[src/rtl/fetch_unit.sv]
// Instruction fetch FSM: issues one memory read per fetch and holds the word
// until decode takes it; flush, timeout and misalignment handled here.
module fetch_unit #(
  parameter int TIMEOUT = 15
) (
  input  logic        clk,
  input  logic        clr,
  input  logic        en,
  input  logic [31:0] pc_val,
  input  logic        flush,
  input  logic        fault_clr,
  output logic        mem_req,
  output logic [31:0] mem_addr,
  input  logic        mem_ack,
  input  logic [31:0] mem_rdata,
  output logic [31:0] instr,
  output logic        instr_valid,
  input  logic        instr_ready,
  output logic        pc_stall,
  output logic        pc_load,
  output logic        fault
);

  localparam logic [7:0] TMO = 8'(TIMEOUT);
  localparam logic [31:0] NOP = 32'h0000_0013;

  typedef enum logic [2:0] {
    S_IDLE,
    S_REQ,
    S_DRAIN,
    S_HOLD,
    S_FAULT
  } state_t;

  state_t      state_q, state_d;
  logic [31:0] addr_q, addr_d;
  logic [31:0] instr_q, instr_d;
  logic        valid_q, valid_d;
  logic [7:0]  cnt_q, cnt_d;
  logic [7:0]  cnt_inc;

  always_ff @(posedge clk or posedge clr) begin
    if (clr) begin
      state_q <= S_IDLE;
      addr_q  <= 32'h0;
      instr_q <= NOP;
      valid_q <= 1'b0;
      cnt_q   <= 8'h0;
    end else begin
      state_q <= state_d;
      addr_q  <= addr_d;
      instr_q <= instr_d;
      valid_q <= valid_d;
      cnt_q   <= cnt_d;
    end
  end

  // wait counter saturates so a huge TIMEOUT can never wrap back to 0
  assign cnt_inc = (cnt_q == 8'hff) ? cnt_q : cnt_q + 8'd1;

  always_comb begin
    state_d = state_q;
    addr_d  = addr_q;
    instr_d = instr_q;
    valid_d = valid_q;
    cnt_d   = cnt_q;
    unique case (state_q)
      S_IDLE: begin
        if (en) begin
          addr_d = pc_val;
          cnt_d  = 8'h0;
          if (pc_val[1:0] != 2'b00) state_d = S_FAULT;
          else                      state_d = S_REQ;
        end
      end
      S_REQ: begin
        if (mem_ack) begin
          if (flush) begin
            state_d = S_IDLE;
          end else begin
            instr_d = mem_rdata;
            valid_d = 1'b1;
            state_d = S_HOLD;
          end
        end else begin
          cnt_d = cnt_inc;
          if (cnt_inc >= TMO) state_d = S_FAULT;
          else if (flush)     state_d = S_DRAIN;
        end
      end
      S_DRAIN: begin
        if (mem_ack) begin
          state_d = S_IDLE;
        end else begin
          cnt_d = cnt_inc;
          if (cnt_inc >= TMO) state_d = S_FAULT;
        end
      end
      S_HOLD: begin
        if (flush || instr_ready) begin
          valid_d = 1'b0;
          state_d = S_IDLE;
        end
      end
      S_FAULT: begin
        if (fault_clr) state_d = S_IDLE;
      end
      default: state_d = S_IDLE;
    endcase
  end

  assign mem_req     = (state_q == S_REQ) || (state_q == S_DRAIN);
  assign mem_addr    = addr_q;
  assign instr       = instr_q;
  assign instr_valid = valid_q;
  assign fault       = (state_q == S_FAULT);
  assign pc_stall    = (state_q != S_IDLE);
  assign pc_load     = valid_q & instr_ready & ~flush;

endmodule

[config.mk]
export PLATFORM = sky130hd
export DESIGN_NAME = fetch_unit
export DESIGN_NICKNAME = d
export VERILOG_FILES = /design/src/rtl/fetch_unit.sv
export SDC_FILE = /design/constraint.sdc
export NUM_CORES = 1
export LEC_CHECK = 0
export ABC_AREA = 1
export BUFFER_PORTS_ARGS = -buffer_cell sky130_fd_sc_hd__buf_2
export CAP_MARGIN = 20
export CORE_ASPECT_RATIO = 0.9
export CORE_MARGIN = 3
export CORE_UTILIZATION = 43
export DETAILED_ROUTE_END_ITERATION = 10
export GPL_TIMING_DRIVEN = 0
export HOLD_SLACK_MARGIN = 0.15
export PLACE_DENSITY = 0.84
export REMOVE_ABC_BUFFERS = 1
export SYNTH_ARGS = -nofsm -noshare
export SYNTH_HDL_FRONTEND = slang
export SYNTH_SLANG_ARGS = --single-unit
[constraint.sdc]
create_clock -name clk -period 2.88 [get_ports clk]
set_input_delay 0.864 -clock clk [delete_from_list [all_inputs] [get_ports clk]]
set_output_delay 0.864 -clock clk [all_outputs]
set_load 0.1 [all_outputs]
# Word level (Yosys, flattened, before mapping)

Cells that the tools add are included.

Bits in registers: 76
Output and inout port bits: 69

$add $sub $neg: 1
$lt $le $gt $ge: 1
Equality and inequality tests: 13
Mux-type cells: 19
Bitwise gates (word level): 3
Reduce and logical (&&, ||, !) cells: 13

Operators by type and width:

| operator              | number |
|---|---|
| $mux W3               | 9 |
| $mux W8               | 3 |
| $pmux W8 S2           | 1 |
| $pmux W3 S5           | 1 |
| $ne A2 B2 Y1 const B  | 6 |
| $add A8 B1 Y8 const B | 1 |
| $eq A8 B8 Y1 const B  | 1 |
| $ge A8 B4 Y1 const B  | 1 |
| $eq A3 B2 Y1 const B  | 2 |
| $reduce_and A3 Y1     | 2 |
| $reduce_bool A2 Y1    | 3 |
| $reduce_and A5 Y1     | 1 |
| $ne A4 B4 Y1 const B  | 1 |
| $reduce_and A4 Y1     | 1 |
| $eq A3 B1 Y1 const B  | 1 |
| $eq A3 B3 Y1 const B  | 1 |
| $logic_not A3 Y1      | 1 |
| $mux W1               | 3 |
| $ne A3 B3 Y1 const B  | 1 |
| $reduce_bool A3 Y1    | 1 |
| $and A1 B1 Y1         | 2 |
| $logic_or A1 B1 Y1    | 2 |
| $mux W2               | 1 |
| $pmux W1 S2           | 1 |
| other kinds (3)       | 3 |

# Longest topological paths before layout

Gate-level depths: netlist of run 1.

Word-level depth: 6
Gate-level depth with buffers: 13

# Least setup slack after synthesis of run 1

No wires, ideal clock.

Path type: flip-flop to output port
Start: register state_q[1]
End: output port fault
Arrival time: 2503 ps
Required time: 2016 ps
Path slack: -487 ps
Cell stages (with the launch flop): 2
Path buffers: 0
Path through: dfrtp_1 > nor3_1

Longest elaborated chain between the ends: 1

Ends and longest elaborated chain:

| what                     | RTL line | text |
|---|---|---|
| start: declaration       | 35       | `state_t state_q, state_d;` |
| start signal: assignment | 50       | `state_q <= state_d;` |
| $eq A3 B3 Y1             | 116      | `assign fault = (state_q == S_FAULT);` |
| end: declaration         | 21       | `output logic fault` |

No other way between the ends.

# Worst setup path after layout of run 1

Start: register state_q[0]
End: output port mem_req

Longest elaborated chain between the ends: 2
Elaborated cells on any way between the ends: 3
Classes of those cells: eq/ne (2); reduce/logical (1)

Ends and longest elaborated chain:

| what                                         | RTL line | text |
|---|---|---|
| $eq A3 B1 Y1 or $eq A3 B2 Y1 (tied branches) | 112      | `assign mem_req = (state_q == S_REQ) \|\| (state_q == S_DRAIN);` |
| $logic_or A1 B1 Y1 *                         | 112      |  |
| end: declaration                             | 12       | `output logic mem_req,` |

Every way passes the cells marked *; elsewhere a longest branch is shown, timed or not.

==> results.txt, run 1 <==
DPL Wire Length = 5530 µm
Fin cells = 521
ANT nets after route = 0
Critical path buffers and inverters = 2
Max-cap violations = 0
Post-route DRC = 0
Fin nets = 495
First-pass GRT wire length = 11800 µm
Post-place setup slack = 0.506 ns
Setup Buffers After CTS = 0
Async S/R FF share, synth = 100%
Final WL = 7280 µm
Final setup violating endpoints = 0
Layout cell share with drive strength beyond 1 = 54.9%
Gate Count Post-Synth = 279
Clock Sink Count = 76
Crit Path Class = reg -> out
Initial antenna violation count = 0
Synth cell types = 27
Die area = 0.00871 mm²
IO Count = 140
Synth Flop Type = dfrtp_1
DR WL met3 = 600 µm
Vias = 2524
Largest net degree at the start of global routing = 40
Global Route Usage Sum = 16.9%
Overflow after GRT = 0
Crit. End Element = output pin
CP Max Fanout = 6
F_max = 372 MHz
DR vias/cell = 4.84
Critical path data arrival time = 1.83 ns
IO buf count = 139
Vias in the first global route = 2599
Diode count = 0
DR top layer = met4
YS warnings = 0
Setup total negative slack = 0 ns
Height of the die = 88.9 µm
Ranking of synthesized cells by area = dfrtp_1 (56%), mux2_2 (21%), nand2_1 (5.3%)
Num CTS Buffers = 9
Min-delay worst type = reg -> reg
Mapped Area = 0.00328 mm²
Final Max Tran Viols = 0
First-pass iteration count of the detailed router = 4
PnR worst setup slack = 0.189 ns
Placed cells = 505
Post-CTS sizing = 0
Synthesized flop and latch total = 76
Die Wd = 98.1 µm
Worst-case clock buffer depth = 2
FILL cells = 621
CTS tree = built
Worst Path Required = 2.02 ns
Crit path launch type = flop
Starting DRT DRC Count = 88
R2r worst-path depth = 5
CP delay by family, top = buffers and inverters
Hold endpoint = mem_addr[0]
Most common cell in the netlist = dfrtp_1
H-tree depth = 3
Sum of routed wire segments on met1 = 2770 µm
Worst Clk Skew = 0.00968 ns
Commonest cells in the netlist = dfrtp_1 (73), mux2_2 (62), nand2_1 (46)
Routability congestion estimate = 0.858
Routed wire length on met2 = 3830 µm
Slew headroom = 50.4%
Tightest Pin Transition = 0.741 ns
Worst hold stages = 2
Post-synth EDFFs = 0
Seq/Total Area, Yosys = 58.1%
Total core area = 0.00722 mm²
Final period util = 93.4%
Reg-to-reg startpoint = state_q[1]
Top cell type's share of synthesized area = 55.7%
R2r endpoint = mem_addr[15]
Starting density of the core = 45.4%
Layout area overhead = 29.7%
Synthesized area per cell = 11.8 µm²
Area leader, netlist = dfrtp_1
Hold_sp = mem_addr[0]
Post-DR wirelength/cell = 14.0 µm
Root cell of the clock tree = clkbuf_8
Worst-path cell chain = inv_2 > nor3_2 > or2_1 > buf_2
Worst skew pair latency = 0.35 ns
Hold buffers post-CTS = 0
Worst R2R Setup Slack = 1.02 ns
RSZ-0062 raised after global routing = no
Clock slew at reported path FFs = 0.08 ns
Slowest stage delay, CP = 0.47 ns
Status = finished, final reports clean
CP max-delay cell = buf_2
Final hold violations = 0
Site Rows = 29
Crit path time final = 2.69 ns
## kinds of logic after synthesis
| kind of cell | Yosys count | synth area share, % |
|---|---|---|
| and+or+nand+nor | 85 | 11.7 |
| adders and majority gates | 1 | 0.381 |
| AOI/OAI and AO/OA | 21 | 4.01 |
| buffers and inverters | 34 | 4.50 |
| DFF | 76 | 58.1 |
| muxes | 62 | 21.3 |
## metal layers
layer / vias to the layer above / global-route usage [%]
met2: 102 / 29.6
met1: 1198 / 19.7
li1: 1214 / -
met4: 0 / 4.53
met5: - / 0
met3: 10 / 6.62
## flip-flops by register name (all words and copies together), names as in the netlist
register,count
instr,32
mem_addr,32
cnt_q,8
state_q,3
instr_valid,1
## placed cells by master, fill, tap and decap left out
cell type and n:
a211oi_4 1, a21oi_1 5, buf_12 1, buf_2 139, clkbuf_8 10, clkinv_2 1, clkinv_4 2, clkinvlp_4 1
dfrtp_1 73, dfstp_2 3, ha_1 1, inv_1 24, inv_2 2, inv_4 1, inv_6 2, mux2_2 62
nand2_1 46, nand2_2 3, nand3_1 10, nand3b_2 1, nand4_1 2, nor2_1 12, nor2_2 3, nor2_4 1
nor3_1 3, nor3_2 1, nor4_1 1, o21ai_0 7, o21bai_1 1, o22ai_1 7, or2_1 1, or2_2 1
## worst max-delay path by stage
stage | startpoint | end | cells past startpoint
floorplan | state_q[1] | fault | 1
global placement | clr | mem_addr[26] | 2
detailed placement | flush | pc_load | 3
CTS | state_q[1] | mem_req | 3
global route | state_q[0] | mem_req | 4
finish | state_q[0] | mem_req | 4
## worst reg2reg max path, delay by kind of cell, from the launching register on
| family | cells | cell delay [ns] |
|---|---|---|
| flip-flops | 1 | 0.44 |
| AND/OR/NAND/NOR | 3 | 0.76 |
| buffers and inverters | 1 | 0.11 |
| multiplexers | 1 | 0.44 |
## layout make-up
type / instances / area, µm² / area share, %
inverter: 27 / 104 / 2.44
timing repair buffer: 140 / 716 / 16.8
sequential: 76 / 1910 / 44.8
clock buffer: 10 / 138 / 3.24
clock inverter: 6 / 47.5 / 1.12
tap: 93 / 116 / 2.74
multi-input combinational: 169 / 1230 / 28.8
## metrics by stage
| stage | hold WS [ns] | utilization (%) | instance area [µm²] |
|---|---|---|---|
| final | 0.486 | 58.9 | 4250 |
| after global routing | 0.520 | 58.9 | 4250 |
| after CTS | 0.493 | 58.9 | 4250 |
| after detailed placement | 0.474 | 56.3 | 4070 |
| after global placement | 0.464 | 56.0 | 4050 |
| after floorplan | 0.539 | - | 3230 |
Power of run 1 is left out: the tool's default activity adds up to more than one toggle a clock period on the data nets, which glitch-free logic cannot reach.
==> inputs of run 2 (changes only) <==
--- a/config.mk
+++ b/config.mk
@@ -13,7 +13,8 @@
 export CORE_UTILIZATION = 43
 export DETAILED_ROUTE_END_ITERATION = 10
 export GPL_TIMING_DRIVEN = 0
-export HOLD_SLACK_MARGIN = 0.15
+export HOLD_SLACK_MARGIN = 0.02
+export MAX_ROUTING_LAYER = met4
 export PLACE_DENSITY = 0.84
 export REMOVE_ABC_BUFFERS = 1
 export SYNTH_ARGS = -nofsm -noshare
==> run 2 against run 1 <==
Effect of this change: core utilization stayed put; register-to-register slack about the same; final area stayed put; count of clock-buffer cells in the layout is the same; hold slack hardly changed; via count down 0.87%; routed wire length decreased by 0.32%; cell count is the same; clock skew is essentially flat; setup slack better by 0.0033 ns; critical path depth is the same; non-clock buffer count stayed put.
==> results.txt, run 2 (synthesized netlist as in run 1, its figures left out) <==
Crit path launch type = flop
Worst skew pair latency = 0.35 ns
Crit path time final = 2.69 ns
CTS tree = built
Final period util = 93.3%
Initial antenna violation count = 0
Final setup violating endpoints = 0
Final hold violations = 0
Worst R2R Setup Slack = 1.03 ns
Die area = 0.00871 mm²
RSZ-0062 raised after global routing = no
Final Max Tran Viols = 0
IO Count = 140
Layout area overhead = 29.7%
Largest net degree at the start of global routing = 40
Vias in the first global route = 2589
Setup Buffers After CTS = 0
Commonest non-fill, non-tap cells in the layout = buf_2 (139), dfrtp_1 (73), mux2_2 (62)
Layout cell share with drive strength beyond 1 = 54.9%
Overflow after GRT = 0
Root cell of the clock tree = clkbuf_8
Slew headroom = 49.8%
Tightest Pin Transition = 0.750 ns
Post-route DRC = 0
Worst-path cell chain = inv_2 > nor3_2 > or2_1 > buf_2
CP Max Fanout = 6
IO buf count = 139
Vias = 2502
Worst-case clock buffer depth = 2
Diode count = 0
Total core area = 0.00722 mm²
First-pass iteration count of the detailed router = 4
H-tree depth = 3
Hold endpoint = mem_addr[0]
Starting DRT DRC Count = 95
Most common cell after layout, fill and taps aside = buf_2
CP max-delay cell = buf_2
Worst hold stages = 2
Min-delay worst type = reg -> reg
Clock Sink Count = 76
Critical path data arrival time = 1.82 ns
First-pass GRT wire length = 11800 µm
Slowest stage delay, CP = 0.47 ns
Height of the die = 88.9 µm
Worst Clk Skew = 0.00960 ns
DR vias/cell = 4.80
Hold_sp = mem_addr[0]
Starting density of the core = 45.4%
Reg-to-reg startpoint = state_q[1]
Site Rows = 29
Fin nets = 495
F_max = 372 MHz
Final WL = 7260 µm
Hold buffers post-CTS = 0
DPL Wire Length = 5530 µm
Crit Path Class = reg -> out
FILL cells = 621
R2r worst-path depth = 5
Die Wd = 98.1 µm
Core Util, Final = 58.9%
Status = finished, final reports clean
Crit. End Element = output pin
ANT nets after route = 0
Post-DR wirelength/cell = 13.9 µm
Worst Path Required = 2.02 ns
Num CTS Buffers = 9
Max-cap violations = 0
Routability congestion estimate = 0.872
Clock slew at reported path FFs = 0.08 ns
Post-CTS sizing = 0
R2r endpoint = mem_addr[15]
Global Route Usage Sum = 17.5%
[run 2: cell counts in the layout (fill, tap and decap cells not counted)]
No cell type changed its count.
[run 2: area by class of cell]
cell class	instances	area (µm²)	area share, %
Sequential cell	76	1910	44.8
Multi-Input combinational cell	169	1230	28.8
Timing Repair Buffer	140	716	16.8
Clock buffer	10	138	3.24
Tap cell	93	116	2.74
Inverter	27	104	2.44
Clock inverter	6	47.5	1.12
[run 2: worst max-delay path by stage]
stage                     startpoint           end  slack [ns]  depth (start not counted)
final                     state_q[0]       mem_req        0.19                          4
after detailed placement       flush       pc_load        0.51                          3
after floorplan           state_q[1]         fault       -0.49                          1
after global routing      state_q[0]       mem_req        0.03                          4
after CTS                 state_q[1]       mem_req        0.16                          3
after global placement           clr  mem_addr[26]       -0.74                          2
[run 2: routing by layer]
| layer | part of all wire, % | track usage (%) |
|---|---|---|
| met1 | 39 | 20.4 |
| met2 | 53 | 29.5 |
| met3 | 6.9 | 5.12 |
| met5 | 0 | - |
| met4 | 0.65 | 5.66 |
[run 2: critical path, delay by kind of cell, from the launching register on]
kind                   cells  cell delay [ns]
AND/OR/NAND/NOR            2             0.51
buffers and inverters      2             0.53
flip-flops                 1             0.45
[run 2: through the flow]
stage / setup TNS, ns / worst slack, ns / cell area [µm²] / std cells / hold WS [ns]
finish: 0 / 0.192 / 4250 / 521 / 0.486
global route: 0 / 0.0331 / 4250 / 521 / 0.520
CTS: 0 / 0.164 / 4250 / 521 / 0.493
detailed placement: 0 / 0.506 / 4070 / 505 / 0.474
global placement: -53.96 / -0.740 / 4050 / 504 / 0.464
floorplan: -0.772 / -0.487 / 3230 / 272 / 0.539
Power of run 2 is left out for the same reason.
==> inputs of run 3 (changes only) <==
--- a/config.mk
+++ b/config.mk
@@ -10,12 +10,12 @@
 export CAP_MARGIN = 20
 export CORE_ASPECT_RATIO = 0.9
 export CORE_MARGIN = 3
-export CORE_UTILIZATION = 43
+export CORE_UTILIZATION = 47
 export DETAILED_ROUTE_END_ITERATION = 10
 export GPL_TIMING_DRIVEN = 0
 export HOLD_SLACK_MARGIN = 0.02
 export MAX_ROUTING_LAYER = met4
-export PLACE_DENSITY = 0.84
+export PLACE_DENSITY = 0.87
 export REMOVE_ABC_BUFFERS = 1
 export SYNTH_ARGS = -nofsm -noshare
 export SYNTH_HDL_FRONTEND = slang
==> constraint.sdc (replaced) <==
create_clock -name clk -period 2.95 [get_ports clk]
set_input_delay 0.885 -clock clk [delete_from_list [all_inputs] [get_ports clk]]
set_output_delay 0.885 -clock clk [all_outputs]
set_load 0.1 [all_outputs]
==> run 3 against run 2 <==
Effect of this change: die area fell by 8.0%; sequential share of layout area barely moved; clock skew rose by 0.0026 ns; count of clock-buffer cells in the layout did not move; flip-flop and latch count did not move; global-route usage rose by 2.8 points; core utilization rose by 4.9 points; register-to-register slack improved by 0.02 ns.
==> results.txt, run 3 (synthesized netlist as in run 1, its figures left out) <==
Starting DRT DRC Count = 70
FF+latch area = 0.00191 mm²
Critical path origin = state_q[1]
Hold_sp = mem_addr[0]
Layout area overhead = 29.6%
Hold buffers post-CTS = 0
Routability congestion estimate = 0.908
Root cell of the clock tree = clkbuf_8
Die area = 0.00802 mm²
DPL Wire Length = 5770 µm
PnR worst setup slack = 0.199 ns
Critical path data arrival time = 1.87 ns
Crit Path Class = reg -> out
Global Route Usage Sum = 20.3%
IO Count = 140
Vias = 2548
Clock slew at reported path FFs = 0.08 ns
Worst skew pair latency = 0.34 ns
RSZ-0062 raised after global routing = no
Largest net degree at the start of global routing = 77
F_max = 363 MHz
Crit path to = mem_req
Num CTS Buffers = 9
Worst Path Required = 2.07 ns
Diode count = 0
Worst-path cell chain = nor3_2 > or2_1 > buf_2
FILL cells = 544
CP Max Fanout = 6
Post-route DRC = 0
Max-cap violations = 0
Min-delay worst type = reg -> reg
Crit path time final = 2.75 ns
Crit. End Element = output pin
Placed cells = 502
Reg-to-reg startpoint = state_q[1]
First-pass iteration count of the detailed router = 4
Worst R2R Setup Slack = 1.05 ns
Crit path launch type = flop
Fin nets = 495
Layout cell share with drive strength beyond 1 = 54.7%
Setup Buffers After CTS = 0
Fin cells = 518
Post-DR wirelength/cell = 14.5 µm
Final setup violating endpoints = 0
Commonest non-fill, non-tap cells in the layout = buf_2 (139), dfrtp_1 (73), mux2_2 (62)
Slew headroom = 48.4%
Multi-input logic area = 0.00123 mm²
Final Max Tran Viols = 0
Post-place setup slack = 0.546 ns
Tightest Pin Transition = 0.772 ns
ANT nets after route = 0
Final WL = 7490 µm
Worst Clk Skew = 0.0122 ns
Final hold violations = 0
Most common cell after layout, fill and taps aside = buf_2
Starting density of the core = 49.3%
IO buf count = 139
Vias in the first global route = 2673
Post-CTS sizing = 0
CP max-delay cell = buf_2
CTS tree = built
Site Rows = 28
R2r endpoint = instr[11]
Worst-case clock buffer depth = 2
Overflow after GRT = 0
Core Util, Final = 63.8%
First-pass GRT wire length = 12300 µm
Height of the die = 85.2 µm
Status = finished, final reports clean
Worst hold stages = 2
Initial antenna violation count = 0
Slowest stage delay, CP = 0.47 ns
Total core area = 0.00666 mm²
H-tree depth = 3
Clock Sink Count = 76
R2r worst-path depth = 3
Die Wd = 94.1 µm
DR vias/cell = 4.92
Final period util = 93.3%
==> run 3: cell types whose count changed in the layout (fill, tap and decap cells not counted), sizes merged <==
cell | previous run | this run
clkinvlp | 1 | 2
inv | 29 | 28
==> run 3: worst min-delay path by stage <==
stage,to,slack [ns]
floorplan,cnt_q[5],0.54
global placement,mem_addr[0],0.47
detailed placement,mem_addr[1],0.48
CTS,mem_addr[1],0.50
global route,mem_addr[0],0.52
finish,mem_addr[0],0.49
==> run 3: worst max-delay path, delay by kind of cell, from the launching register on <==
kind / cells / cell delay [ns]
AND/OR/NAND/NOR: 2 / 0.61
flip-flops: 1 / 0.45
buffers and inverters: 1 / 0.47
==> run 3: per-layer routing <==
metal  vias up  global-route usage [%]  share of wire [%]
li1       1220                       -                  -
met1      1235                    22.4                 40
met2        89                    34.9                 52
met3         4                    7.98                7.2
met4         0                    4.07               0.60
met5         -                       -                  0
==> run 3: stage by stage <==
stage	TNS, ns	hold WS, ns	cell area [µm²]
6_report	0	0.491	4250
3_3_place_gp	-49.78	0.468	4040
5_1_grt	0	0.517	4250
2_1_floorplan	-0.674	0.539	3230
4_1_cts	0	0.498	4250
3_5_place_dp	0	0.479	4070
==> run 3: area by class of cell <==
type,instances,area share (%)
clock inverter,6,1.18
tap,90,2.65
inverter,27,2.44
sequential,76,44.8
clock buffer,10,3.00
timing repair buffer,140,17.0
multi-input combinational,169,28.9
Power of run 3 is left out for the same reason.
